===== src/rtl/sfifo_wrr_sched_if.sv =====
// Bus between the weighted round-robin read scheduler and its surroundings.
// The FIFO controllers and the egress control drive the master side.
// The scheduler is the slave side.
interface sfifo_wrr_sched_if #(
  parameter int NQ       = 4,
  parameter int QID_BITS = 2,
  parameter int WT_BITS  = 4
);
  logic                   enable;
  logic                   dst_ready;
  logic [NQ-1:0]          q_empty;
  logic [NQ*WT_BITS-1:0]  q_weight;
  logic [NQ-1:0]          q_rd;
  logic [QID_BITS-1:0]    grant_qid;
  logic                   busy;
  logic                   rd_valid;
  logic [QID_BITS-1:0]    rd_qid;

  modport master (
    output enable, dst_ready, q_empty, q_weight,
    input  q_rd, grant_qid, busy, rd_valid, rd_qid
  );

  modport slave (
    input  enable, dst_ready, q_empty, q_weight,
    output q_rd, grant_qid, busy, rd_valid, rd_qid
  );
endinterface


===== src/rtl/sfifo_wrr_sched.sv =====
// Weighted round-robin read scheduler for NQ synchronous FIFOs.
// A granted queue is served for up to its weight in reads. The scheduler
// then spends one IDLE cycle and rotates to the next eligible queue.
// rd_valid/rd_qid line up with the registered FIFO read data.
module sfifo_wrr_sched #(
  parameter int NQ       = 4,
  parameter int QID_BITS = 2,
  parameter int WT_BITS  = 4
) (
  input  logic              clk,
  input  logic              rst_n,
  sfifo_wrr_sched_if.slave  bus
);

  typedef enum logic {IDLE, SERVE} state_t;

  state_t              state_q, state_d;
  logic [QID_BITS-1:0] grant_qid_q, grant_qid_d;
  logic [QID_BITS-1:0] rr_ptr_q, rr_ptr_d;
  logic [QID_BITS-1:0] rd_qid_q, rd_qid_d;
  logic [WT_BITS-1:0]  credit_q, credit_d;
  logic                busy_q, busy_d;
  logic                rd_valid_q, rd_valid_d;

  logic [WT_BITS-1:0]  weight [NQ];
  logic [NQ-1:0]       eligible;
  logic [NQ-1:0]       q_rd;
  logic                rd_fire;
  logic                sel_found;
  logic [QID_BITS-1:0] sel_qid;
  logic [QID_BITS:0]   scan_sum;
  logic [QID_BITS-1:0] scan_idx;
  logic [QID_BITS-1:0] next_ptr;

  // Unpack the weights. A queue is eligible when it has data and a nonzero weight.
  generate
    for (genvar gi = 0; gi < NQ; gi++) begin : g_elig
      assign weight[gi]   = bus.q_weight[gi*WT_BITS +: WT_BITS];
      assign eligible[gi] = ~bus.q_empty[gi] & (weight[gi] != '0);
    end
  endgenerate

  // Find the first eligible queue, starting at rr_ptr and wrapping at NQ-1.
  always_comb begin
    sel_found = 1'b0;
    sel_qid   = '0;
    scan_sum  = '0;
    scan_idx  = '0;
    for (int k = 0; k < NQ; k++) begin
      scan_sum = {1'b0, rr_ptr_q} + (QID_BITS+1)'(k);
      if (scan_sum >= (QID_BITS+1)'(NQ)) begin
        scan_sum = scan_sum - (QID_BITS+1)'(NQ);
      end
      scan_idx = scan_sum[QID_BITS-1:0];
      if (!sel_found && eligible[scan_idx]) begin
        sel_found = 1'b1;
        sel_qid   = scan_idx;
      end
    end
  end

  // Read strobe: only in SERVE, and only to the granted queue when it has data.
  always_comb begin
    q_rd = '0;
    if (state_q == SERVE && bus.enable && bus.dst_ready && !bus.q_empty[grant_qid_q]) begin
      q_rd[grant_qid_q] = 1'b1;
    end
  end

  assign rd_fire  = |q_rd;
  assign next_ptr = (grant_qid_q == QID_BITS'(NQ-1)) ? '0 : grant_qid_q + 1'b1;

  // Next-state logic for grant, credit and rotation.
  always_comb begin
    state_d     = state_q;
    grant_qid_d = grant_qid_q;
    credit_d    = credit_q;
    rr_ptr_d    = rr_ptr_q;
    case (state_q)
      IDLE: begin
        if (bus.enable && sel_found) begin
          state_d     = SERVE;
          grant_qid_d = sel_qid;
          credit_d    = weight[sel_qid];
        end
      end
      SERVE: begin
        if (rd_fire) begin
          credit_d = credit_q - 1'b1;
          if (credit_q == WT_BITS'(1)) begin
            state_d  = IDLE;
            rr_ptr_d = next_ptr;
          end
        end else if (!bus.enable || bus.q_empty[grant_qid_q]) begin
          // Any credit left over is discarded.
          state_d  = IDLE;
          rr_ptr_d = next_ptr;
        end
      end
      default: state_d = IDLE;
    endcase
    busy_d     = (state_d == SERVE);
    rd_valid_d = rd_fire;
    rd_qid_d   = rd_fire ? grant_qid_q : rd_qid_q;
  end

  // All scheduler state, with asynchronous reset.
  always_ff @(posedge clk or negedge rst_n) begin
    if (!rst_n) begin
      state_q     <= IDLE;
      grant_qid_q <= '0;
      credit_q    <= '0;
      rr_ptr_q    <= '0;
      busy_q      <= 1'b0;
      rd_valid_q  <= 1'b0;
      rd_qid_q    <= '0;
    end else begin
      state_q     <= state_d;
      grant_qid_q <= grant_qid_d;
      credit_q    <= credit_d;
      rr_ptr_q    <= rr_ptr_d;
      busy_q      <= busy_d;
      rd_valid_q  <= rd_valid_d;
      rd_qid_q    <= rd_qid_d;
    end
  end

  assign bus.q_rd      = q_rd;
  assign bus.grant_qid = grant_qid_q;
  assign bus.busy      = busy_q;
  assign bus.rd_valid  = rd_valid_q;
  assign bus.rd_qid    = rd_qid_q;

endmodule


===== src/flat_wrapper.sv =====
// flat-port wrapper written by rule: the top's interface ports become plain ports
module sfifo_wrr_sched_flat 
#(
  parameter int NQ       = 4,
  parameter int QID_BITS = 2,
  parameter int WT_BITS  = 4
)
  (clk, rst_n, bus_enable, bus_dst_ready, bus_q_empty, bus_q_weight, bus_q_rd, bus_grant_qid, bus_busy, bus_rd_valid, bus_rd_qid);
  sfifo_wrr_sched_if #(.NQ(NQ), .QID_BITS(QID_BITS), .WT_BITS(WT_BITS)) bus_i ();
  input  logic clk;
  input  logic rst_n;
  input wire logic [$bits(bus_i.enable)-1:0] bus_enable;
  input wire logic [$bits(bus_i.dst_ready)-1:0] bus_dst_ready;
  input wire logic [$bits(bus_i.q_empty)-1:0] bus_q_empty;
  input wire logic [$bits(bus_i.q_weight)-1:0] bus_q_weight;
  output wire logic [$bits(bus_i.q_rd)-1:0] bus_q_rd;
  output wire logic [$bits(bus_i.grant_qid)-1:0] bus_grant_qid;
  output wire logic [$bits(bus_i.busy)-1:0] bus_busy;
  output wire logic [$bits(bus_i.rd_valid)-1:0] bus_rd_valid;
  output wire logic [$bits(bus_i.rd_qid)-1:0] bus_rd_qid;
  assign bus_i.enable = bus_enable;
  assign bus_i.dst_ready = bus_dst_ready;
  assign bus_i.q_empty = bus_q_empty;
  assign bus_i.q_weight = bus_q_weight;
  assign bus_q_rd = bus_i.q_rd;
  assign bus_grant_qid = bus_i.grant_qid;
  assign bus_busy = bus_i.busy;
  assign bus_rd_valid = bus_i.rd_valid;
  assign bus_rd_qid = bus_i.rd_qid;
  sfifo_wrr_sched #(.NQ(NQ), .QID_BITS(QID_BITS), .WT_BITS(WT_BITS)) u_core (.clk(clk), .rst_n(rst_n), .bus(bus_i));
endmodule

===== config.mk =====
export PLATFORM = sky130hd
export DESIGN_NAME = sfifo_wrr_sched_flat
export DESIGN_NICKNAME = d
export VERILOG_FILES = /design/src/rtl/sfifo_wrr_sched_if.sv /design/src/rtl/sfifo_wrr_sched.sv /design/src/flat_wrapper.sv
export SDC_FILE = /design/constraint.sdc
export NUM_CORES = 1
export LEC_CHECK = 0
export BUFFER_PORTS_ARGS = -buffer_cell sky130_fd_sc_hd__buf_2
export CAP_MARGIN = 40
export CORE_AREA = 2 2 50 52
export DETAILED_ROUTE_END_ITERATION = 8
export DIE_AREA = 0 0 52 54
export PLACE_DENSITY = 0.7
export SETUP_SLACK_MARGIN = 0.2
export SLEW_MARGIN = 40
export SYNTH_ARGS = -nofsm -noshare
export SYNTH_HDL_FRONTEND = slang
export SYNTH_SLANG_ARGS = --single-unit

===== constraint.sdc =====
create_clock -name clk -period 6.1 [get_ports clk]
set_input_delay 0.61 -clock clk [delete_from_list [all_inputs] [get_ports clk]]
set_output_delay 0.61 -clock clk [all_outputs]
set_load 0.02 [all_outputs]

# Word level (Yosys, flattened, before mapping)
# Index checks and enable logic that the tools add are counted.
# totals
reg_bits	12
input_bits	24
out_inout_bits	10
# classes
addsub	9
n_lt_le_gt_ge	11
n_eq_ne	5
mux	40
n_bitwise	10
reduce_logical	23
# ops
operator	count
$mux W2	12
$mux W4	5
$reduce_bool A4 Y1	4
$lt A2 B3 Y1 const B	5
$mux W1	14
$ge A3 B3 Y1 const B	4
$bmux W1 S2	5
$bmux W4 S2	1
$logic_and A1 B1 Y1	8
$pmux W4 S2	1
$sub A2 B1 Y2 const B	4
$add A2 B2 Y3 const B	2
$logic_not A1 Y1	5
$not A1 Y1	5
$and A1 B1 Y1	4
$eq A4 B1 Y1 const B	1
$ne A2 B2 Y1 const B	2
$reduce_and A2 Y1	2
$reduce_or A4 Y1	1
$sub A4 B1 Y4 const B	1
$add A2 B1 Y3 const B	1
$ge A2 B3 Y1 const B	1
$not A2 Y3	1
$reduce_and A3 Y1	1
8 further kinds	8

# Depth between registers and ports, before layout
# Gate-level depths: netlist of the first run.
# logic_depth
depth_word	20
depth_mapped	10
depth_no_buf	9

# Worst setup path before layout of the first run
# No wires, ideal clock.
# synth_path
kind	input port to flip-flop
start	input port bus_q_weight[3]
end	register u_core.credit_q[2]
setup_time_ps	133
arrival_ps	2419
t_required_ps	5967
setup_slack_ps	3548
path_stages	7
path_buffers	0
path_cell_list	nor4_2 > or4_1 > o41ai_2 > a311oi_4 > mux2_2 > a222oi_1 > a21oi_1
# synth_via
elab_chain_len	20
elab_cells_between_ends	33
# synth_lines
element	line	rtl
start: declaration	flat_wrapper.sv:15	input wire logic [$bits(bus_i.q_weight)-1:0] bus_q_weight;
$reduce_bool A4 Y1 (*)	sfifo_wrr_sched.sv:39	assign eligible[gi] = ~bus.q_empty[gi] & (weight[gi] != '0);
$and A1 B1 Y1 (*)	sfifo_wrr_sched.sv:39	
$bmux W1 S2	sfifo_wrr_sched.sv:55	if (!sel_found && eligible[scan_idx]) begin
$mux W1 (not written as such)	sfifo_wrr_sched.sv:55	
$mux W1	sfifo_wrr_sched.sv:55	
$logic_not A1 Y1	sfifo_wrr_sched.sv:55	
$logic_and A1 B1 Y1	sfifo_wrr_sched.sv:55	
$mux W1	sfifo_wrr_sched.sv:55	
[... 3 more ...]	n/a	
$logic_not A1 Y1	sfifo_wrr_sched.sv:55	
$logic_and A1 B1 Y1	sfifo_wrr_sched.sv:55	
$mux W2	sfifo_wrr_sched.sv:55	
$not A2 Y3 (not written as such)	sfifo_wrr_sched.sv:84	credit_d = weight[sel_qid];
$bmux W4 S2	sfifo_wrr_sched.sv:84	
$mux W4 (not written as such) (2 in series)	sfifo_wrr_sched.sv:84	
$mux W4	sfifo_wrr_sched.sv:81	if (bus.enable && sel_found) begin
$pmux W4 S2	sfifo_wrr_sched.sv:79	case (state_q)
end signal: assignment	sfifo_wrr_sched.sv:120	credit_q <= credit_d;
end: declaration	sfifo_wrr_sched.sv:21	logic [WT_BITS-1:0] credit_q, credit_d;
# Mark *: on every way between the ends. The rest lies on a longest branch, timed or not. The select of a mux whose other input is x is not followed.
# A chain may end at the register's enable or synchronous reset.

# Worst setup path in the final report of the first run
# layout_path
start	register u_core.grant_qid_q[0], in the netlist u_core.bus.grant_qid[0]
end	register u_core.rr_ptr_q[1]
# layout_via
elab_chain_len	8
elab_cells_between_ends	21
# layout_lines
element	line	rtl
start: declaration	sfifo_wrr_sched.sv:18	logic [QID_BITS-1:0] grant_qid_q, grant_qid_d;
start signal: assignment	sfifo_wrr_sched.sv:119	grant_qid_q <= grant_qid_d;
$lt A2 B3 Y1 (not written as such) (tied with other cells)	sfifo_wrr_sched.sv:66	q_rd[grant_qid_q] = 1'b1;
$logic_and A1 B1 Y1 (not written as such) / $mux W1 (equally long branches)	sfifo_wrr_sched.sv:66, sfifo_wrr_sched.sv:65	
$mux W1 (not written as such) / $logic_not A1 Y1 (equally long branches)	sfifo_wrr_sched.sv:66, sfifo_wrr_sched.sv:65	
$demux W1 S2 / $logic_and A1 B1 Y1 (equally long branches)	n/a	
$mux W4 (*)	sfifo_wrr_sched.sv:65	if (state_q == SERVE && bus.enable && bus.dst_ready && !bus.q_empty[grant_qid_q]) begin
$reduce_or A4 Y1 (*)	sfifo_wrr_sched.sv:70	assign rd_fire = |q_rd;
net u_core.rd_fire	sfifo_wrr_sched.sv:28	logic rd_fire;
$ne A2 B2 Y1 (no source line) / $reduce_bool A2 Y1 (equally long branches)	n/a	
$reduce_and A3 Y1 (no source line)	n/a	
end signal: assignment	sfifo_wrr_sched.sv:121	rr_ptr_q <= rr_ptr_d;
end: declaration	sfifo_wrr_sched.sv:19	logic [QID_BITS-1:0] rr_ptr_q, rr_ptr_d;
# Mark *: on every way through the listed nets, which the timed path passes. The rest lies on a longest branch. The select of a mux whose other input is x is not followed.

==> results.txt, run 1 <==
The logs give 0.618 ps for the final setup skew and 0.189 for the all-layer global routing usage. The run gives 0 as the leftover overflow at the end of global routing. Summed over all instances, the cell type with the most area after synthesis is sky130_fd_sc_hd__dfrtp_1. I/O pin count: 34. The worst-case vdd ir drop was 0.159 mV. The startpoint type of the worst setup path is a flop.

For the synthesized cell area, the log shows 963 um2. The die covers 0.00281 mm2. In this run the clock root is driven by a sky130_fd_sc_hd__clkbuf_4. The number of max-cap violations is 0. TritonCTS built the clock tree.

The detail route stage leaves a number of antenna-violating nets equal to 0. Top fanout value on the critical path: 8. The layout cell share with drive strength beyond 1 was 0.378. The met1 demand-to-capacity share in global routing came out at 0.220. The total of warnings raised by yosys was 0. The part of the cycle the worst path needs is 0.439, and the total iterations of the first detailed-routing run is 4. In the routed design, unresolved DRC markers number 0. The deepest level of the CTS H-tree is 1. Counting distinct cell types in the post-synthesis netlist gives 37.

The portion of synthesized cell area occupied by the leading cell type was 0.312; the met2 layer usage reported by global route was 0.346. The number of vias after detailed routing is 903. The worst slew margin relative to its limit was 0.597; the flip-flop and latch count after synthesis was 12. Each instance of the synthesized netlist takes up on average 9.63 um2.

At the pin with the least slew margin, the transition time is 600 ps. STA classifies the critical path endpoint as a flop. Clock tree synthesis found a total of 12 sinks. The growth of design area from synthesis to finish came out at 23.2%. The setup fix buffers added after clock tree synthesis came out at 0. The tools report the routing usage on met3 as 0.0250.

The worst setup slack before clock tree synthesis is 3200 ps, and the number of antenna violations at the first check in global routing is 0. The flow ran to the end, and the final reports show no timing, DRC or antenna violations. The path category of the worst min-delay check is in -> async. In the post-synthesis netlist, the cell with the most instances is sky130_fd_sc_hd__dfrtp_1. The tools report the wire length of the first global-routing pass as 3.88 mm.

The logs give 0 for the diode insertion count for antenna repair and 475 uW for the total power. The height of the chip was 54 um. After synthesis, the cell types taking the most area are sky130_fd_sc_hd__dfrtp_1, sky130_fd_sc_hd__mux2i_1, sky130_fd_sc_hd__ha_1. Entering global routing, the biggest net connects 13 pins. The final layout contains routed wiring with a total length of 2.40 mm. Clock-pin transition on the worst setup and hold timing paths: 80 ps. STA puts the critical path data required time at 6270 ps. The peak clock frequency supported by timing is 373 MHz, and the final hold violation count is 0.

The run gives 130 as the number of nets in the synthesized netlist. The critical path class was reg -> reg. The final number of max-transition violations was 0. STA puts the critical path data arrival time at 2850 ps.

Gates resized during post-CTS repair numbered 0. The number of global-route vias before repair came out at 883. The fraction of registers with async set/reset is 1.00, and the power per standard cell area is 400 mW/mm2. Setup repair after global routing left no endpoint under its margin. The leakage component of the power was 0.000591 uW; the number of buffers added by the clock tree synthesis step was 3. The detailed router finished its first iteration with 18 violations. The clock insertion delay at the later pin of the skew report is 270 ps, and the total of endpoints with negative setup slack in the final report is 0. Buffers placed on the I/O ports in this run total 33.

The congestion estimate from routability-driven global placement came to 0.783. By count the netlist is led by sky130_fd_sc_hd__dfrtp_1, sky130_fd_sc_hd__nor2_1, sky130_fd_sc_hd__inv_1. For the setup TNS after final layout, the log shows 0 ps.

The smallest clock period supported by the final layout is computed as 2680 ps. The most used flip-flop cell after synthesis is sky130_fd_sc_hd__dfrtp_1. After floorplanning, the core was divided into 18 placement rows.

For the post-synthesis sequential area ratio, the log shows 0.312. met2 is the most crowded layer. The number of nets at the end of the flow came out at 166. Number of hold buffers added after cts: 0. After detailed routing, the average wire length per cell comes to 14.5 um. The buffer levels on the longest clock path was 2. The core region is 0.00232 mm2. Setup slack closes at 3420 ps.

From left edge to right edge, the die measures 52 um. The number of synthesized flops with an enable pin is 0, and the detail-routed via count per cell is 5.47. The tools report the starting density of the core as 0.415. For the gate count of the mapped netlist, the log shows 100.

Hold is met by 205 ps. Detailed placement finished with a half-perimeter wire length of 1.95 mm.
## worst max-delay path, cell delays in order, from the launching register on
cell and delay (ps):
sky130_fd_sc_hd__dfrtp_1 480, sky130_fd_sc_hd__inv_1 130, sky130_fd_sc_hd__ha_1 230, sky130_fd_sc_hd__nor4_1 250, sky130_fd_sc_hd__nand2b_1 360, sky130_fd_sc_hd__inv_4 80
sky130_fd_sc_hd__and4_1 220, sky130_fd_sc_hd__o31ai_1 440, sky130_fd_sc_hd__mux2_2 390
## placed cells by master, fill, tap and decap left out, drive strengths merged, types with 2 or more instances in the layout
cell type  count
a21oi          3
a221oi         2
and2           4
buf           33
clkbuf         4
dfrtp         12
ha             6
inv           10
mux2           4
mux2i          8
nand2          6
nor2          10
nor3           2
nor4           5
o21ai          4
o31ai          2
o41ai          2
or2            2
or3            2
## flip-flops by register name (all words and copies together), names as in the netlist
| name | count |
|---|---|
| u_core.state_q | 1 |
| u_core.credit_q | 4 |
| u_core.rr_ptr_q | 2 |
| u_core.bus.grant_qid | 2 |
| u_core.bus.rd_valid | 1 |
| u_core.bus.rd_qid | 2 |
## report_power, final
group	switching (uW)	leakage [uW]	internal (uW)	total [uW]
registers	38.6	0.000149	115	154
clock network	27.9	0.0000210	36.3	64.2
logic	140	0.000422	117	257
total	207	0.000591	268	475
## worst paths after layout
| path | start | end | slack, ps | cells after the start |
|---|---|---|---|---|
| min in group clk | u_core.bus.rd_qid[0]$_DFFE_PN0P_ | u_core.bus.rd_qid[0]$_DFFE_PN0P_ | 480 | 2 |
| max in group asynchronous | rst_n | u_core.rr_ptr_q[1]$_DFFE_PN0P_ | 5670 | 1 |
| worst min-delay path | rst_n | u_core.credit_q[2]$_DFFE_PN0P_ | 210 | 1 |
| worst max-delay path | u_core.bus.grant_qid[0]$_DFFE_PN0P_ | u_core.rr_ptr_q[1]$_DFFE_PN0P_ | 3420 | 8 |
| worst min register to register | u_core.bus.rd_qid[0]$_DFFE_PN0P_ | u_core.bus.rd_qid[0]$_DFFE_PN0P_ | 480 | 2 |
| worst max register to register | u_core.bus.grant_qid[0]$_DFFE_PN0P_ | u_core.rr_ptr_q[1]$_DFFE_PN0P_ | 3420 | 8 |
## area by class of cell
| class | count | area [um2] |
|---|---|---|
| clock buffers | 4 | 36.3 |
| fillers | 220 | 1130 |
| inverters | 10 | 40.0 |
| multi-input cells | 76 | 608 |
| flip-flops and latches | 12 | 300 |
| well taps | 30 | 37.5 |
| repair buffers | 33 | 165 |
## logic make-up (layout without fill, tap and decap cells)
| family | after synthesis | after routing | share of synthesized area |
|---|---|---|---|
| compound gates | 21 | 21 | 0.194 |
| fa+ha+maj | 6 | 6 | 0.0779 |
| buf+inv | 12 | 47 | 0.0571 |
| flops | 12 | 12 | 0.312 |
| mux | 13 | 13 | 0.153 |
| simple gates | 36 | 36 | 0.207 |
## routing by layer
| layer | vias to the layer above | part of all wire |
|---|---|---|
| met1 | 429 | 0.45 |
| met5 | - | 0 |
| met3 | 2 | 0.047 |
| met4 | 0 | 0.0067 |
| li1 | 446 | - |
| met2 | 26 | 0.50 |
## per-stage QoR
stage | instances | area (um2) | util
floorplan | 100 | 963 | -
global placement | 161 | 1150 | 0.496
detailed placement | 161 | 1150 | 0.496
CTS | 165 | 1190 | 0.512
global route | 165 | 1190 | 0.512
finish | 165 | 1190 | 0.512
Note: power is estimated with default switching activity, not from simulation.
==> run 2: changes to the inputs <==
ABC_AREA = 1   (was default)
CORE_AREA = 2 2 56 58   (was 2 2 50 52)
DIE_AREA = 0 0 58 60   (was 0 0 52 54)
PLACE_DENSITY = 0.71   (was 0.7)
clock period = 2.33 ns   (was 6.1 ns; I/O delays follow)
==> results.txt, run 2 <==
The portion of synthesized cell area occupied by the leading cell type came out at 0.239 (-0.0726). The critical path starts at u_core.rr_ptr_q[1]$_DFFE_PN0P_. For the number of max-cap violations, the log shows 0 (unchanged). For the internal power of the cells, the log shows 950 uW (+250%).

The starting density of the core came out at 0.433 (+0.0174). Number of buffers added by the clock tree synthesis step: 3 (unchanged). The number of antenna violations at the first check in global routing is 0 (unchanged). In this run the clock root is driven by a sky130_fd_sc_hd__clkbuf_4. The tools report the final number of max-transition violations as 0 (unchanged).

The worst hold path belongs to the class in -> reg. The combinational fraction of design power was 0.713 (+0.172). Setup repair after global routing could not meet its margin everywhere.

The total of warnings raised by yosys is 0 (unchanged), and the number of vias after detailed routing is 1,311 (+45%). The I/O pin count was 34 (unchanged); the worst-case vdd ir drop was 0.851 mV (+440%). From synthesis to final layout, the design area changed by 20.7%. The post-detailed-route wirelength per cell was 11.0 um (-24%); the layout cell share with drive strength beyond 1 was 0.295 (-0.0826). The total iterations of the first detailed-routing run is 4 (unchanged), and the deepest level of the CTS H-tree is 1 (unchanged).

Peak clock frequency supported by timing: 510 MHz (+37%). The critical path class was reg -> reg. The detail-routed via count per cell came out at 5.04 (-7.9%). The worst register-to-register path begins at u_core.rr_ptr_q[1]$_DFFE_PN0P_. The flip-flop count of the largest register after layout was 4 (unchanged); the slack of the worst reg-to-reg path was 370 ps (-3050 ps).

The family with the most delay on the worst path is simple AND/OR/NAND/NOR gates. The startpoint identified for the worst hold timing path is bus_enable. The tools report the synthesized cell area as 0.00126 mm2 (+30%). The count of buffers from port buffering is 33 (unchanged).

The average cell area after synthesis works out to 6.68 um2 (-31%). The logs give 0 (unchanged) for the remaining antenna violation count and 188 (+88%) for the gate count of the mapped netlist. The clock insertion delay at the later pin of the skew report was 270 ps (about the same); the final setup skew was 6.70 ps (+6.08 ps). The fraction of power consumed by the clock network was 0.078 (-0.057); the switching fraction of total power was 0.551 (+0.115). The number of synthesized flops with an enable pin was 0 (unchanged). The run gives 0 (unchanged) as the final hold violation count. The slowest cell on the critical path is sky130_fd_sc_hd__dfrtp_1. Post-synthesis sequential area ratio: 0.239 (-0.0726). By count the netlist is led by sky130_fd_sc_hd__nand2_1, sky130_fd_sc_hd__nand3_1, sky130_fd_sc_hd__inv_1.

The diode insertion count for antenna repair was 0 (unchanged); the largest net degree at the start of global routing was 13 (unchanged). TritonCTS built the clock tree. The worst setup path is captured at a flop. The cell type contributing the most total cell area after synthesis is sky130_fd_sc_hd__dfrtp_1. The clock-pin transition on the worst setup and hold timing paths is 80 ps (about the same), and the critical path data arrival time is 2120 ps (-730 ps). The detailed-route DRC error count came out at 0 (unchanged). The die outline width is 58 um (+12%), and the number of core rows is 20 (+2). The slew at the pin closest to its max-slew limit was 382 ps (-218 ps).

Ranked by total cell area, the synthesized netlist is headed by sky130_fd_sc_hd__dfrtp_1, sky130_fd_sc_hd__nand2_1, sky130_fd_sc_hd__nand3_1. The buffer levels on the longest clock path was 2 (unchanged); the routability-driven placement congestion ratio was 0.909 (+16%). The number of nets at the end of the flow is 258 (+55%). The clock sink count is 12 (unchanged). The logs give 0.209 (-0.115) for the sequential group share of total power and 54 (+36) for the number of violations reported at the end of detailed-routing iteration 0. The run finished with clean final reports. The net switching component of the power was 1160 uW (+460%). STA classifies the critical path startpoint as a flop.

Wire length of the first global-routing pass: 4.84 mm (+25%). The logs give 2.87 mm (+20%) for the post-detailed-routing wire length and 0.179 (-0.00969) for the all-layer global routing usage. The maximum cell stage delay along the critical path was 510 ps (+30 ps). The die outline area came out at 0.00348 mm2 (+24%).

Primary flip-flop cell chosen by synthesis mapping: sky130_fd_sc_hd__dfrtp_1. The tools report the core region area as 0.00290 mm2 (+25%). The library cell used most frequently in the layout, excluding fill and tap cells, is sky130_fd_sc_hd__nand2_1.

The worst endpoint required time was 2490 ps (-3780 ps); the total of endpoints with negative setup slack in the final report was 0 (unchanged). The total power was 2110 uW (+350%). The fraction of registers with async set/reset came out at 1.00 (unchanged).

In the post-synthesis netlist, the cell with the most instances is sky130_fd_sc_hd__nand2_1. Height of the chip: 60 um (+11%). The final HPWL from detailed placement was 2.42 mm (+24%); the top fanout value on the critical path was 10 (+2). Walking the worst path, the cells encountered are xnor2_4, inv_2, nand3_2, nand2_4, nand3_1, o211ai_2, nand2_1, nor2_1, a21oi_1.

Leaving out fill and tap cells, the most frequent cells in the layout are sky130_fd_sc_hd__nand2_1, sky130_fd_sc_hd__buf_2, sky130_fd_sc_hd__nand3_1. The number of nets in the synthesized netlist is 218 (+68%), and the part of the cycle the worst path needs is 0.841 (+0.402). The tools report the setup TNS after final layout as 0 ps (unchanged). The run gives 1,155 (+31%) as the number of global-route vias before repair. The leakage component of the power was 0.000836 uW (+41%). The number of distinct library cells after synthesis is 27 (-27%), and the power per standard cell area is 1390 mW/mm2 (+250%).

Register ranked first by flip-flop count: u_core.credit_q. The tools report the leftover overflow at the end of global routing as 0 (unchanged). The shortest period the worst path allows is 1960 ps (-720 ps), and the critical path buffer and inverter count is 1 (-1). The worst slew margin relative to its limit is 0.745 (+0.148).

The flip-flop and latch count after synthesis was 12 (unchanged).
## run 2: final timing paths
kind | end | cells after the start
max in group asynchronous | u_core.rr_ptr_q[0]$_DFFE_PN0P_ | 2
min | u_core.state_q$_DFF_PN0_ | 3
max | u_core.credit_q[0]$_DFFE_PN0P_ | 9
min in group asynchronous | u_core.state_q$_DFF_PN0_ | 2
min reg2reg | u_core.bus.rd_qid[1]$_DFFE_PN0P_ | 2
max reg2reg | u_core.credit_q[0]$_DFFE_PN0P_ | 9
## run 2: layer usage
metal  track usage  part of all wire
met5             0                 0
met4        0.0332             0.013
met3        0.0390             0.062
met2         0.300              0.47
met1         0.238              0.46
## run 2: logic make-up (layout without fill, tap and decap cells)
group                    Yosys count  after routing  share of synthesized area
AND/OR/NAND/NOR                  109            109                      0.432
AO/OA/AOI/OAI                     27             27                      0.135
buffers and inverters             32             71                      0.105
XOR/XNOR                           2              2                     0.0289
flip-flops                        12             12                      0.239
adder cells (fa/ha/maj)            6              6                     0.0598
## run 2: metrics by stage
stage / setup WS, ps / cell area [um2] / std cells / hold slack (ps) / util
detailed placement: 295 / 1440 / 252 / 125 / 0.497
finish: 370 / 1520 / 260 / 353 / 0.522
global route: 195 / 1520 / 260 / 370 / 0.522
floorplan: 510 / 1260 / 188 / -62.6 / -
CTS: 278 / 1490 / 257 / 266 / 0.513
global placement: 279 / 1440 / 252 / 124 / 0.497
## run 2: cell type report
type	count	area, um2
Sequential cell	12	304
Multi-Input combinational cell	144	825
Inverter	30	113
Clock buffer	4	36.3
Fill cell	313	1390
Tap cell	33	41.3
Timing Repair Buffer	37	198
## run 2: timing repair
| item | CTS | global route |
|---|---|---|
| gates resized for setup | 0 | 3 |
| hold buffers | 1 | 0 |
| hold endpoints to repair | 12 | 0 |
| setup buffers | 0 | 3 |
| endpoints found under the setup margin | 0 | 6 |
## run 2: worst min-delay path, stage by stage
cell	delay (ps)
sky130_fd_sc_hd__buf_2	120
sky130_fd_sc_hd__o211ai_2	150
sky130_fd_sc_hd__nand2_1	80
## run 2: power groups by stage
stage	clock [uW]	combinational, uW	sequential, uW
after floorplan	0	1220	420
after global placement	0	1480	440
after detailed placement	0	1480	441
after CTS	168	1490	437
after global routing	178	1700	459
final	166	1510	441
